===== config.mk =====
export PLATFORM = sky130hd
export DESIGN_NAME = pipe_stage_skid_reg
export DESIGN_NICKNAME = d
export VERILOG_FILES = /design/src/rtl/pipe_stage_skid_reg.sv
export SDC_FILE = /design/constraint.sdc
export NUM_CORES = 1
export LEC_CHECK = 0
export BUFFER_PORTS_ARGS = -buffer_cell sky130_fd_sc_hd__buf_2
export CORE_ASPECT_RATIO = 2
export CORE_MARGIN = 4
export CORE_UTILIZATION = 35
export DETAILED_ROUTE_END_ITERATION = 6
export GPL_TIMING_DRIVEN = 0
export PLACE_DENSITY = 0.65
export REMOVE_ABC_BUFFERS = 1
export SLEW_MARGIN = 30
export SYNTH_ARGS = -nofsm -noshare
export SYNTH_HDL_FRONTEND = slang
export SYNTH_SLANG_ARGS = --single-unit
export TNS_END_PERCENT = 20

===== constraint.sdc =====
create_clock -name clk -period 1.6 [get_ports clk]
set_clock_uncertainty 0.15 [all_clocks]
set_input_delay 0.48 -clock clk [delete_from_list [all_inputs] [get_ports clk]]
set_output_delay 0.48 -clock clk [all_outputs]
set_load 0.02 [all_outputs]

===== src/rtl/pipe_stage_skid_reg.sv =====
// pipe_stage_skid_reg
//   Pipeline boundary register with a valid/ready handshake and a 2-entry
//   skid buffer. Carries instr, PC, destination register, Tnew and NCH
//   packed data channels. Supports flush, bubble insertion on drain and an
//   optional Tnew ageing mode for entries that sit in the stage.
//
// Ports
//   clk, reset        clock, synchronous active-high reset
//   flush             drop every held entry (synchronous)
//   in_valid/in_ready upstream handshake; in_ready is registered (= !skid)
//   in_instr, in_pc, in_dst, in_tnew, in_data   upstream entry fields
//   out_valid/out_ready downstream handshake
//   out_instr, out_pc, out_dst, out_tnew, out_data  fields of the main reg
//
// Storage: main register M drives out_*; skid register S catches the entry
// accepted while M is stalled. S only ever fills behind a valid M, so
// ordering is strict FIFO and occupancy never exceeds 2.

module pipe_stage_skid_reg #(
   parameter int          DATA_W      = 32,
   parameter int          NCH         = 3,
   parameter int          TNEW_W      = 3,
   parameter logic [31:0] RESET_PC    = 32'h0000_3000,
   parameter int          AGE_ON_HOLD = 0
) (
   input  logic                  clk,
   input  logic                  reset,
   input  logic                  flush,
   input  logic                  in_valid,
   output logic                  in_ready,
   input  logic [31:0]           in_instr,
   input  logic [31:0]           in_pc,
   input  logic [4:0]            in_dst,
   input  logic [TNEW_W-1:0]     in_tnew,
   input  logic [NCH*DATA_W-1:0] in_data,
   output logic                  out_valid,
   input  logic                  out_ready,
   output logic [31:0]           out_instr,
   output logic [31:0]           out_pc,
   output logic [4:0]            out_dst,
   output logic [TNEW_W-1:0]     out_tnew,
   output logic [NCH*DATA_W-1:0] out_data
);

   localparam int              DW       = NCH * DATA_W;
   localparam logic [TNEW_W-1:0] TNEW_ONE = TNEW_W'(1);

   // saturating decrement: Tnew never wraps below zero
   function automatic logic [TNEW_W-1:0] sat_dec(input logic [TNEW_W-1:0] x);
      return (x == '0) ? '0 : (x - TNEW_ONE);
   endfunction

   logic              r_m_valid;
   logic [31:0]       r_m_instr;
   logic [31:0]       r_m_pc;
   logic [4:0]        r_m_dst;
   logic [TNEW_W-1:0] r_m_tnew;
   logic [DW-1:0]     r_m_data;

   logic              r_s_valid;
   logic [31:0]       r_s_instr;
   logic [31:0]       r_s_pc;
   logic [4:0]        r_s_dst;
   logic [TNEW_W-1:0] r_s_tnew;
   logic [DW-1:0]     r_s_data;

   logic              w_acc;
   logic              w_m_free;
   logic [TNEW_W-1:0] w_in_tnew;
   logic [TNEW_W-1:0] w_m_tnew_held;
   logic [TNEW_W-1:0] w_s_tnew_aged;

   // in_ready comes straight from the skid valid flop, so out_ready has no
   // combinational path to in_ready.
   assign in_ready  = ~r_s_valid;
   assign w_acc     = in_valid & ~r_s_valid;
   // M can take a new value when it is empty or its entry leaves this cycle
   assign w_m_free  = ~r_m_valid | out_ready;
   assign w_in_tnew = sat_dec(in_tnew);

   // With ageing on, a held entry and an S->M transfer both lose one cycle.
   assign w_m_tnew_held = (AGE_ON_HOLD != 0) ? sat_dec(r_m_tnew) : r_m_tnew;
   assign w_s_tnew_aged = (AGE_ON_HOLD != 0) ? sat_dec(r_s_tnew) : r_s_tnew;

   always_ff @(posedge clk) begin
      if (reset) begin
         r_m_valid <= 1'b0;
         r_m_instr <= '0;
         r_m_pc    <= RESET_PC;
         r_m_dst   <= '0;
         r_m_tnew  <= '0;
         r_m_data  <= '0;
         r_s_valid <= 1'b0;
         r_s_instr <= '0;
         r_s_pc    <= '0;
         r_s_dst   <= '0;
         r_s_tnew  <= '0;
         r_s_data  <= '0;
      end else if (flush) begin
         // data channels are left untouched on flush
         r_m_valid <= 1'b0;
         r_m_instr <= '0;
         r_m_pc    <= RESET_PC;
         r_m_dst   <= '0;
         r_m_tnew  <= '0;
         r_s_valid <= 1'b0;
      end else if (w_m_free) begin
         if (r_s_valid) begin
            r_m_valid <= 1'b1;
            r_m_instr <= r_s_instr;
            r_m_pc    <= r_s_pc;
            r_m_dst   <= r_s_dst;
            r_m_tnew  <= w_s_tnew_aged;
            r_m_data  <= r_s_data;
            r_s_valid <= 1'b0;
         end else if (w_acc) begin
            r_m_valid <= 1'b1;
            r_m_instr <= in_instr;
            r_m_pc    <= in_pc;
            r_m_dst   <= in_dst;
            r_m_tnew  <= w_in_tnew;
            r_m_data  <= in_data;
         end else begin
            // bubble: NOP fields cleared, pc and data keep their last value
            r_m_valid <= 1'b0;
            r_m_instr <= '0;
            r_m_dst   <= '0;
            r_m_tnew  <= '0;
         end
      end else begin
         r_m_tnew <= w_m_tnew_held;
         if (w_acc) begin
            r_s_valid <= 1'b1;
            r_s_instr <= in_instr;
            r_s_pc    <= in_pc;
            r_s_dst   <= in_dst;
            r_s_tnew  <= w_in_tnew;
            r_s_data  <= in_data;
         end else if (r_s_valid) begin
            r_s_tnew <= w_s_tnew_aged;
         end
      end
   end

   assign out_valid = r_m_valid;
   assign out_instr = r_m_instr;
   assign out_pc    = r_m_pc;
   assign out_dst   = r_m_dst;
   assign out_tnew  = r_m_tnew;
   assign out_data  = r_m_data;

endmodule


==> key figures, run 1 <==
Critical path
  – Worst Path Arrival: 1.47 ns
  – Worst R2R Path Depth: 11
  – Worst Path Required: 0.97 ns
  – WS Path Type: register to output port
  – FF-to-FF setup slack: -0.47 ns
  – Reg2reg end: out_data[84]
  – Worst setup EP type: output port
  – Worst r2r src: out_valid
  – Critical Path Fanout Max: 2
  – Critical Path Source Type: register

Yosys
  – Top FF cell, synth: dfxtp_1
  – Post-synth cell types: 32
  – Mapped Avg Cell Area: 8.971 sq um
  – Seq/Total Area, Yosys: 48.29%
  – Cell taking the most area after synthesis: dfxtp_1
  – #FFs+latches synth: 338
  – Async set-reset flop share out of synthesis: 0%
  – Mapped Area: 14010 sq um
  – Synth top area cells: dfxtp_1, mux2i_1, a21oi_1, a211oi_1, nand3_1
  – Syn. warnings: 0
  – EDFF count, synth: 0
  – Count leader, synth: dfxtp_1
  – Post-Synthesis Cells: 1562
  – Synth top cells by count: dfxtp_1, a21oi_1, nand3_1, o21ai_0, mux2i_1
  – Top cell type's share of synthesized area: 48.29%

Drt
  – Post-Route WL: 57590 um
  – DRC: 0
  – Routed WL per cell: 22.59 um
  – Post-route ant nets: 0
  – Via count: 15060
  – Via-to-Cell Ratio: 5.907
  – Iter 0 DRT Violations: 1061
  – Drt pass-1 iters: 5

Finish
  – Number of standard cells in the layout, taps in and fillers out: 2549
  – Final #Nets: 2172
  – Layout cells sized above 1: 32.18%
  – Synth-to-layout area growth: 49.60%

Floorplan
  – Initial Utilization: 35.42%
  – DIE AREA: 43490 sq um
  – Site row count: 103
  – Core ar.: 39560 sq um
  – # IOs: 343
  – Die Span X: 149.5 um
  – Die H: 291.0 um

Clocking
  – H-tree levels: 1
  – Skew-Pair Late Insertion Delay: 0.57 ns
  – Root buf cell: clkbuf_16
  – Clock transition at the registers of the reported paths: 0.07 ns
  – CTS tree: yes
  – CTS buffer count: 30
  – Clk sinks: 338
  – Clock Path Buffers: 3

STA
  – Setup Viol. Count Final: 505
  – Min Clock Period, post-route: 2.096 ns
  – Relative slew margins: 57.12%
  – Least-Margin Pin Slew: 0.6431 ns
  – F_max: 0.4772 GHz
  – Crit share post-route: 131.0%
  – Unrepaired setup endpoints after global routing: yes
  – Max Slew Vio Count: 0
  – Setup ws final: -0.4958 ns
  – Fin. Hold Viols: 0

Global route
  – First-pass GRT wire length: 86110 um
  – GRT overflow: 0
  – Vias in the first global route: 15100
  – Initial antenna violation count: 4
  – Largest net degree at the start of global routing: 104
  – GRT Resource Usage Total: 24.58%

Run
  – Number of max-cap violations: 0

Power and ir drop
  – Combinational share of power: 16.6%
  – Power Internal: 13.99 mW
  – Seq pwr share: 46.0%
  – P_sw: 5.233 mW
  – Leak Pwr: 7.718 nW
  – Worst IR drop on VDD: 0.9675 mV
  – Power Dens Cells: 916.9 nW/um^2
  – Clock Power Share: 37.4%
  – Switching share of power: 27.23%

Min path
  – Worst hold endpoint: r_s_data[80]
  – Tightest Hold Check Type: input pin to register
  – HP Start: in_data[80]
  – Hold Crit Depth: 3

Place
  – Dpl ws: -1.233 ns
  – Routability cong.: 0.7703
  – DP HPWL: 32080 um
  – Cells after DPL: 2285
  – Quantity of I/O buffers inserted on ports: 342

Status
  – Violations in the final reports: negative setup slack
  – Outcome: finished with violations
[per-stage QoR]
stage	setup TNS (ns)	hold WS, ns	utilization (%)	area [sq um]	total power, mW
2_1_floorplan	-2940.28	0.2973	-	13130	10.13
3_3_place_gp	-6720.74	0.3094	39.18	15500	11.15
3_5_place_dp	-264.14	0.3157	41.89	16570	11.35
4_1_cts	-124.46	0.0004476	51.08	20210	19.12
5_1_grt	-133.50	-0.004947	52.98	20960	19.84
6_report	-109.14	0.009588	52.98	20960	19.22
[how the worst max path moves through the flow]
| stage | endpoint | start |
|---|---|---|
| 6_report | in_ready | r_s_valid |
| 5_1_grt | in_ready | r_s_valid |
| 4_1_cts | in_ready | r_s_valid |
| 3_5_place_dp | out_data[76] | out_ready |
| 3_3_place_gp | out_data[4] | out_ready |
| 2_1_floorplan | out_data[0] | out_ready |
[worst max-delay path, stage by stage, from the launching register on]
cell and delay [ns]:
dfxtp_4 0.36, buf_16 0.13, buf_16 0.13, buf_16 0.13, clkinv_4 0.04, buf_6 0.10
[power groups by stage]
stage / Clock (mW) / Sequential (mW) / Combinational, mW
after floorplan: 0 / 9.30 / 0.828
after global placement: 0 / 9.03 / 2.12
after detailed placement: 0 / 9.02 / 2.32
after CTS: 7.32 / 8.83 / 2.97
after global routing: 7.60 / 8.86 / 3.38
final: 7.18 / 8.84 / 3.20
[placed cells by master (no fill, tap or decap), drive strengths merged, types with 4 or more instances in the layout]
| master | instances |
|---|---|
| diode | 4 |
| o21ai | 210 |
| dlygate4sd3 | 117 |
| bufbuf | 11 |
| clkbuf | 53 |
| dfxtp | 338 |
| nand3 | 167 |
| a211oi | 126 |
| clkinv | 5 |
| a221oi | 39 |
| mux2i | 128 |
| a31oi | 96 |
| nor2 | 42 |
| a21oi | 201 |
| buf | 463 |
[what timing repair did]
| item | in CTS | in global routing |
|---|---|---|
| hold buffers | 117 | 0 |
| setup buffers | 42 | 19 |
| endpoints found under the hold margin | 119 | 0 |
| setup endpoints to repair | 508 | 508 |
| pin swaps | 16 | 18 |
| resized for setup | 93 | 127 |
| gates cloned | 29 | 3 |
[layer usage]
layer  vias up  wire length, um  track usage (%)
li1       6747                -                -
met1      7272            19890            26.66
met4         0             4122            15.53
met5         -                0                0
met3       235             3646            3.162
met2       803            29930            44.24
[cells by family after synthesis]
group | after synthesis | share of synthesized area, %
AOI/OAI and AO/OA | 676 | 28.39
DFF | 338 | 48.29
and+or+nand+nor | 223 | 7.840
buffers and inverters | 197 | 6.340
muxes | 128 | 9.144
[sequential cells by signal (all words and copies together) (netlist names)]
signal	cells
r_s_pc	32
out_valid	1
out_data	96
r_s_tnew	3
r_s_data	96
out_pc	32
out_tnew	3
r_s_instr	32
out_instr	32
r_s_dst	5
r_s_valid	1
out_dst	5
[area by class of cell]
type | instances | area [sq um]
antenna | 4 | 10.01
clock buffer | 49 | 923.4
clock inverter | 4 | 22.52
fill | 3432 | 18600
inverter | 2 | 17.52
multi-input combinational | 1032 | 7051
sequential | 338 | 6774
tap | 525 | 656.9
timing repair buffer | 595 | 5508
Note: power is estimated with default switching activity, not from simulation.
==> run 2, diff against run 1 <==
- ABC_AREA: unset -> 1
==> run 2 against run 1 <==
Flip-flop and latch count did not move. Area after synthesis rose by 8.3%. Largest power group unchanged. The flow still finishes with violations (negative setup slack). Non-clock buffer count fell by 130. Via count rose by 5.7%. Largest cell class unchanged. Cell area rose by 0.52%. First-iteration DRC count fell by 0.75%. Count of clock-buffer cells in the layout rose by 3. Fmax rose by 2.0%.
==> key figures, run 2 <==
Power and ir drop
  – P_sw: 5.341 mW (+2.1%)
  – Worst IR drop on VDD: 0.8542 mV (-12%)
  – Final Power: 20.15 mW (+4.9%)
  – Combinational share of power: 13.2% (-3.4 points)
  – Clock Power Share: 42.6% (+5.2 points)
  – Leak Pwr: 10.18 nW (+32%)
  – Power Dens Cells: 956.4 nW/um^2 (+4.3%)
  – Seq pwr share: 44.1% (-1.9 points)
  – Power Internal: 14.81 mW (+5.9%)
  – Switching share of power: 26.50% (-0.72 points)

Yosys
  – Post-synth cell types: 19 (-41%)
  – Mapped Area: 15170 sq um (+8.3%)
  – Count leader, synth: nand2_1
  – Cell taking the most area after synthesis: dfxtp_1
  – EDFF count, synth: 0 (unchanged)
  – Syn. warnings: 0 (unchanged)
  – Seq/Total Area, Yosys: 44.60% (-3.7 points)
  – Synth top cells by count: nand2_1, nor2_1, dfxtp_1, inv_1, nand3_1
  – #FFs+latches synth: 338 (unchanged)
  – Mapped Avg Cell Area: 6.429 sq um (-28%)
  – Top FF cell, synth: dfxtp_1
  – Synth top area cells: dfxtp_1, nand2_1, nor2_1, inv_1, nand3_1
  – Post-Synthesis Cells: 2360 (+51%)
  – Async set-reset flop share out of synthesis: 0% (unchanged)
  – Top cell type's share of synthesized area: 44.60% (-3.7 points)

Floorplan
  – Initial Utilization: 35.53% (+0.11 points)
  – Die H: 302.4 um (+3.9%)
  – # IOs: 343 (unchanged)
  – DIE AREA: 46950 sq um (+7.9%)
  – Core ar.: 42710 sq um (+7.9%)
  – Site row count: 107 (+3.9%)
  – Die Span X: 155.2 um (+3.8%)

STA
  – F_max: 0.4865 GHz (+2.0%)
  – Min Clock Period, post-route: 2.056 ns (-0.04012 ns)
  – Setup Viol. Count Final: 505 (unchanged)
  – Setup ws final: -0.4556 ns (+0.04012 ns)
  – Final hold slack: 0.06561 ns (+0.05602 ns)
  – Least-Margin Pin Slew: 0.7388 ns (+0.09567 ns)
  – Unrepaired setup endpoints after global routing: yes
  – Relative slew margins: 50.67% (-6.4 points)
  – Fin. Hold Viols: 0 (unchanged)
  – Max Slew Vio Count: 0 (unchanged)
  – Crit share post-route: 128.5% (-2.5 points)

Global route
  – GRT Resource Usage Total: 21.50% (-3.1 points)
  – Initial antenna violation count: 8 (+4)
  – GRT overflow: 0 (unchanged)
  – First-pass GRT wire length: 81260 um (-5.6%)
  – Vias in the first global route: 15020 (-0.52%)
  – Largest net degree at the start of global routing: 113 (+8.7%)

Critical path
  – FF-to-FF setup slack: -0.46 ns (about the same)
  – WS Path Type: register to register
  – Reg2reg end: r_s_data[54]
  – Critical Path Source Type: register
  – Worst r2r src: r_s_valid
  – Worst Path Required: 1.90 ns (+0.93 ns)
  – Worst Path Arrival: 2.36 ns (+0.89 ns)
  – CP Launch Point: r_s_valid
  – Worst R2R Path Depth: 13 (+2)
  – Worst setup path endpoint: r_s_data[54]
  – Critical Path Fanout Max: 7 (+5)
  – Worst setup EP type: register

Min path
  – HP Start: in_instr[12]
  – Tightest Hold Check Type: input pin to register

Drt
  – Drt pass-1 iters: 6 (+1)
  – Post-route ant nets: 0 (unchanged)
  – Via count: 15910 (+5.7%)
  – Post-Route WL: 54760 um (-4.9%)
  – Routed WL per cell: 16.70 um (-26%)
  – Iter 0 DRT Violations: 1053 (-0.75%)
  – DRC: 0 (unchanged)
  – Via-to-Cell Ratio: 4.853 (-18%)

Clocking
  – CTS buffer count: 34 (+13%)
  – Root buf cell: clkbuf_16
  – Clock Path Buffers: 3 (unchanged)
  – Clk sinks: 338 (unchanged)
  – Skew-Pair Late Insertion Delay: 0.52 ns (-0.05 ns)
  – CTS tree: yes
  – CTS hold repair buffers: 0 (-100%)
  – Clock transition at the registers of the reported paths: 0.07 ns (about the same)
  – H-tree levels: 2 (+1)

Finish
  – Synth-to-layout area growth: 38.88%
  – Commonest cells after routing, fill and taps aside: nand2_1, nor2_1, buf_2
  – Final #Nets: 2874 (+32%)
  – Most common cell after layout, fill and taps aside: nand2_1
  – Layout cells sized above 1: 24.17% (-8.0 points)
  – Layout Utilization: 49.34% (-3.6 points)
  – Finished layout cell area: 21070 sq um (+0.52%)

Place
  – Quantity of I/O buffers inserted on ports: 342 (unchanged)
  – DP HPWL: 32140 um (+0.18%)
  – Routability cong.: 0.8123 (+5.5%)
  – Area after DPL: 17830 sq um (+7.6%)

Status
  – Outcome: finished with violations
  – Violations in the final reports: negative setup slack

Run
  – Number of max-cap violations: 0 (unchanged)
## run 2: power by group through the flow
stage / clock, mW / sequential, mW / combinational, mW
global placement: 0 / 9.07 / 2.47
CTS: 8.81 / 8.88 / 2.52
floorplan: 0 / 9.33 / 1.20
finish: 8.59 / 8.89 / 2.67
global route: 9.12 / 8.92 / 2.93
detailed placement: 0 / 9.07 / 2.32
## run 2: logic make-up after synthesis
kind of cell,share of synthesized area (%)
AO/OA/AOI/OAI,9.319
AND/OR/NAND/NOR,33.85
flip-flops,44.60
buffers and inverters,12.23
## run 2: per-stage QoR
step / std cells / setup TNS, ns / setup slack (ns)
floorplan: 2197 / -3687.43 / -13.81
detailed placement: 3124 / -378.43 / -1.814
global placement: 3084 / -8478.82 / -33.90
CTS: 3240 / -83.75 / -0.4074
finish: 3278 / -106.22 / -0.4556
global route: 3275 / -136.97 / -0.5192
## run 2: worst min path at each step
stage                     to  slack, ns  depth (start not counted)
2_1_floorplan   r_s_data[95]       0.29                          2
3_3_place_gp    r_s_data[83]       0.30                          2
3_5_place_dp       out_pc[9]       0.30                          2
4_1_cts         out_instr[8]       0.03                          3
5_1_grt        out_instr[10]       0.04                          3
6_report       out_instr[12]       0.07                          3
## run 2: worst max-delay path, cell delays in order (launching register included)
cell and delay [ns]:
dfxtp_4 0.38, buf_12 0.14, nor2_4 0.13, buf_12 0.12
buf_16 0.10, buf_16 0.11, nand2_8 0.05, nor2_4 0.12
clkbuf_16 0.18, buf_16 0.14, buf_12 0.11, buf_16 0.13
nor2_4 0.04, nor2_2 0.09
## run 2: timing repair
| action | CTS | global route |
|---|---|---|
| endpoints found under the setup margin | 506 | 505 |
| pin swaps | 8 | 61 |
| gates cloned | 21 | 13 |
| setup buffers | 33 | 23 |
| gates resized for setup | 65 | 186 |
## run 2: final cells by class
cell class | instances | area, sq um
diodes | 6 | 15.01
inverters | 271 | 1027
clock inverters | 10 | 112.6
well taps | 545 | 681.9
multi-input cells | 1591 | 7014
repair buffers | 465 | 4304
fillers | 4039 | 21640
clock buffers | 52 | 1092
flip-flops and latches | 338 | 6824
## run 2: routing by layer
| layer | track usage, % | up-vias | wire (um) |
|---|---|---|---|
| met1 | 22.98 | 7309 | 19430 |
| met5 | 0 | - | 32 |
| met4 | 10.85 | 4 | 2987 |
| li1 | - | 7876 | - |
| met3 | 3.169 | 160 | 3117 |
| met2 | 40.50 | 559 | 29180 |
==> run 3, diff against run 2 <==
- CELL_PAD_IN_SITES_DETAIL_PLACEMENT: unset -> 1
- CELL_PAD_IN_SITES_GLOBAL_PLACEMENT: unset -> 1
- CORE_UTILIZATION: 35 -> 34
- PLACE_DENSITY: 0.65 -> unset
- PLACE_DENSITY_LB_ADDON: unset -> 0.1
- clock period: 1.6 -> 1.7 ns (I/O delays scaled with it)
==> run 3 against run 2 <==
The run still ends with negative setup slack left. Core utilization is 0.13 points higher. First-iteration DRC count is 33% lower. Critical path depth is 10 lower. Worst hold slack better by 0.022 ns. Sequential share of layout area is 0.87 points lower. Count of clock-buffer cells in the layout is 5 higher.
==> key figures, run 3 (synthesis results as in run 2) <==
Status
  – Outcome: finished with violations
  – Violations in the final reports: negative setup slack

Floorplan
  – Die Span X: 157.4 um (+1.4%)
  – Core ar.: 44190 sq um (+3.5%)
  – # IOs: 343 (unchanged)
  – DIE AREA: 48270 sq um (+2.8%)
  – Site row count: 109 (+1.9%)
  – Die H: 306.7 um (+1.4%)
  – Initial Utilization: 34.34% (-1.2 points)

Min path
  – HP Start: in_dst[4]
  – Worst hold endpoint: out_dst[4]
  – Hold Crit Depth: 3 (unchanged)
  – Tightest Hold Check Type: input pin to register

Drt
  – Via count: 16500 (+3.7%)
  – DRC: 0 (unchanged)
  – Routed WL per cell: 18.97 um (+14%)
  – Post-Route WL: 62890 um (+15%)
  – Drt pass-1 iters: 4 (-2)
  – Via-to-Cell Ratio: 4.976 (+2.5%)
  – Iter 0 DRT Violations: 705 (-33%)
  – Post-route ant nets: 0 (unchanged)

Finish
  – Layout cells sized above 1: 25.84% (+1.7 points)
  – Synth-to-layout area growth: 44.06%
  – Final #Nets: 2905 (+1.1%)
  – Layout Utilization: 49.46% (+0.13 points)
  – Most common cell after layout, fill and taps aside: nand2_1
  – Commonest cells after routing, fill and taps aside: nand2_1, nor2_1, inv_1

Critical path
  – Worst R2R Path Depth: 12 (-1)
  – CP top delay family: flip-flops
  – CP max stage cell: dfxtp_4
  – Critical Path Source Type: register
  – Critical Path Fanout Max: 6 (-1)
  – Worst r2r src: out_valid
  – Worst Path Required: 1.04 ns (-0.86 ns)
  – Worst setup EP type: output port
  – CP Cell Sequence: buf_16 -> inv_4 -> buf_6
  – Worst Path Arrival: 1.24 ns (-1.12 ns)
  – Critical path's largest stage delay: 0.43 ns (+0.05 ns)
  – CP Buf/Inv Count: 3 (-5)
  – Reg2reg end: r_s_data[19]
  – WS Path Type: register to output port
  – FF-to-FF setup slack: -0.19 ns (+0.27 ns)

STA
  – Fin Setup TNS: -17.57 ns (+88.65 ns)
  – Unrepaired setup endpoints after global routing: yes
  – Crit share post-route: 111.9%
  – Max Slew Vio Count: 0 (unchanged)
  – Fin. Hold Viols: 0 (unchanged)
  – F_max: 0.5255 GHz
  – Relative slew margins: 51.12% (+0.44 points)
  – Setup Viol. Count Final: 235 (-53%)
  – Setup ws final: -0.2028 ns (+0.2528 ns)
  – Min Clock Period, post-route: 1.903 ns
  – Least-Margin Pin Slew: 0.7322 ns (-0.006635 ns)

Global route
  – GRT Resource Usage Total: 24.11% (+2.6 points)
  – Met1 Use GR: 26.81% (+3.8 points)
  – GR Util met2: 45.45% (+5.0 points)
  – First-pass GRT wire length: 92740 um (+14%)
  – Initial antenna violation count: 15 (+7)
  – Vias in the first global route: 17030 (+13%)
  – Largest net degree at the start of global routing: 107 (-5.3%)
  – GRT overflow: 0 (unchanged)
  – Busiest grt layer: met2
  – Grt met3 use: 4.464% (+1.3 points)

Place
  – DP HPWL: 35900 um (+12%)
  – Dpl ws: -1.444 ns (+0.3694 ns)
  – Routability cong.: 0.7385 (-9.1%)
  – Quantity of I/O buffers inserted on ports: 342 (unchanged)

Clocking
  – Skew-Pair Late Insertion Delay: 0.52 ns (about the same)
  – CTS tree: yes
  – Clock transition at the registers of the reported paths: 0.06 ns (about the same)
  – Clk sinks: 338 (unchanged)
  – Root buf cell: clkbuf_16
  – Clock Path Buffers: 3 (unchanged)
  – CTS hold repair buffers: 0 (unchanged)
  – CTS buffer count: 36 (+5.9%)
  – H-tree levels: 2 (unchanged)

Power and ir drop
  – Power Dens Cells: 877.3 nW/um^2 (-8.3%)
  – Final Power: 19.18 mW (-4.9%)
  – Worst IR drop on VDD: 0.7507 mV (-12%)
  – Leak Pwr: 10.40 nW (+2.2%)

Run
  – Number of max-cap violations: 0 (unchanged)
run 3: power breakdown:
| part | total (mW) | switching, mW | internal (mW) |
|---|---|---|---|
| sequential | 8.40 | 0.174 | 8.22 |
| combinational | 2.69 | 1.58 | 1.12 |
| clock | 8.09 | 3.36 | 4.72 |
| total | 19.2 | 5.11 | 14.1 |
run 3: worst max-delay path by stage:
stage / start / end / slack [ns] / cells after the start
after floorplan: r_s_valid / r_s_tnew[0] / -13.71 / 5
after global placement: r_s_valid / r_s_tnew[0] / -37.73 / 5
after detailed placement: in_valid / r_s_data[27] / -1.44 / 12
after CTS: r_s_valid / in_ready / -0.22 / 3
after global routing: out_valid / r_s_data[19] / -0.25 / 12
final: r_s_valid / in_ready / -0.20 / 3
run 3: layout make-up:
cell class,count,area (sq um)
antenna,6,15.01
clock buffer,57,1061
clock inverter,4,95.09
fill,5631,22330
inverter,271,1027
multi-input combinational,1592,6905
sequential,338,6888
tap,555,694.4
timing repair buffer,493,5171
run 3: routing by layer:
metal / wire (um) / vias to the layer above
li1: - / 7957
met1: 23940 / 8011
met2: 33600 / 406
met3: 3353 / 116
met4: 1925 / 12
met5: 70 / -
run 3: tightest hold or removal path: cells and delay by family:
family / cells / cell delay [ns]
buf+inv: 1 / 0.10
compound gates: 1 / 0.05
simple gates: 1 / 0.05
run 3: stage by stage:
stage               instance area (sq um)  hold WS (ns)  std cells
floorplan                           14330        0.2902       2197
global placement                    16740        0.2988       3094
detailed placement                  17870        0.3056       3135
CTS                                 20730       0.06492       3278
global route                        21850       0.08589       3315
finish                              21860       0.08758       3316
run 3: repair_timing:
item,4_1_cts,5_1_grt
pin swaps,12,31
buffers inserted,58,24
setup endpoints to repair,446,421
gates resized for setup,200,284
gates cloned,26,14
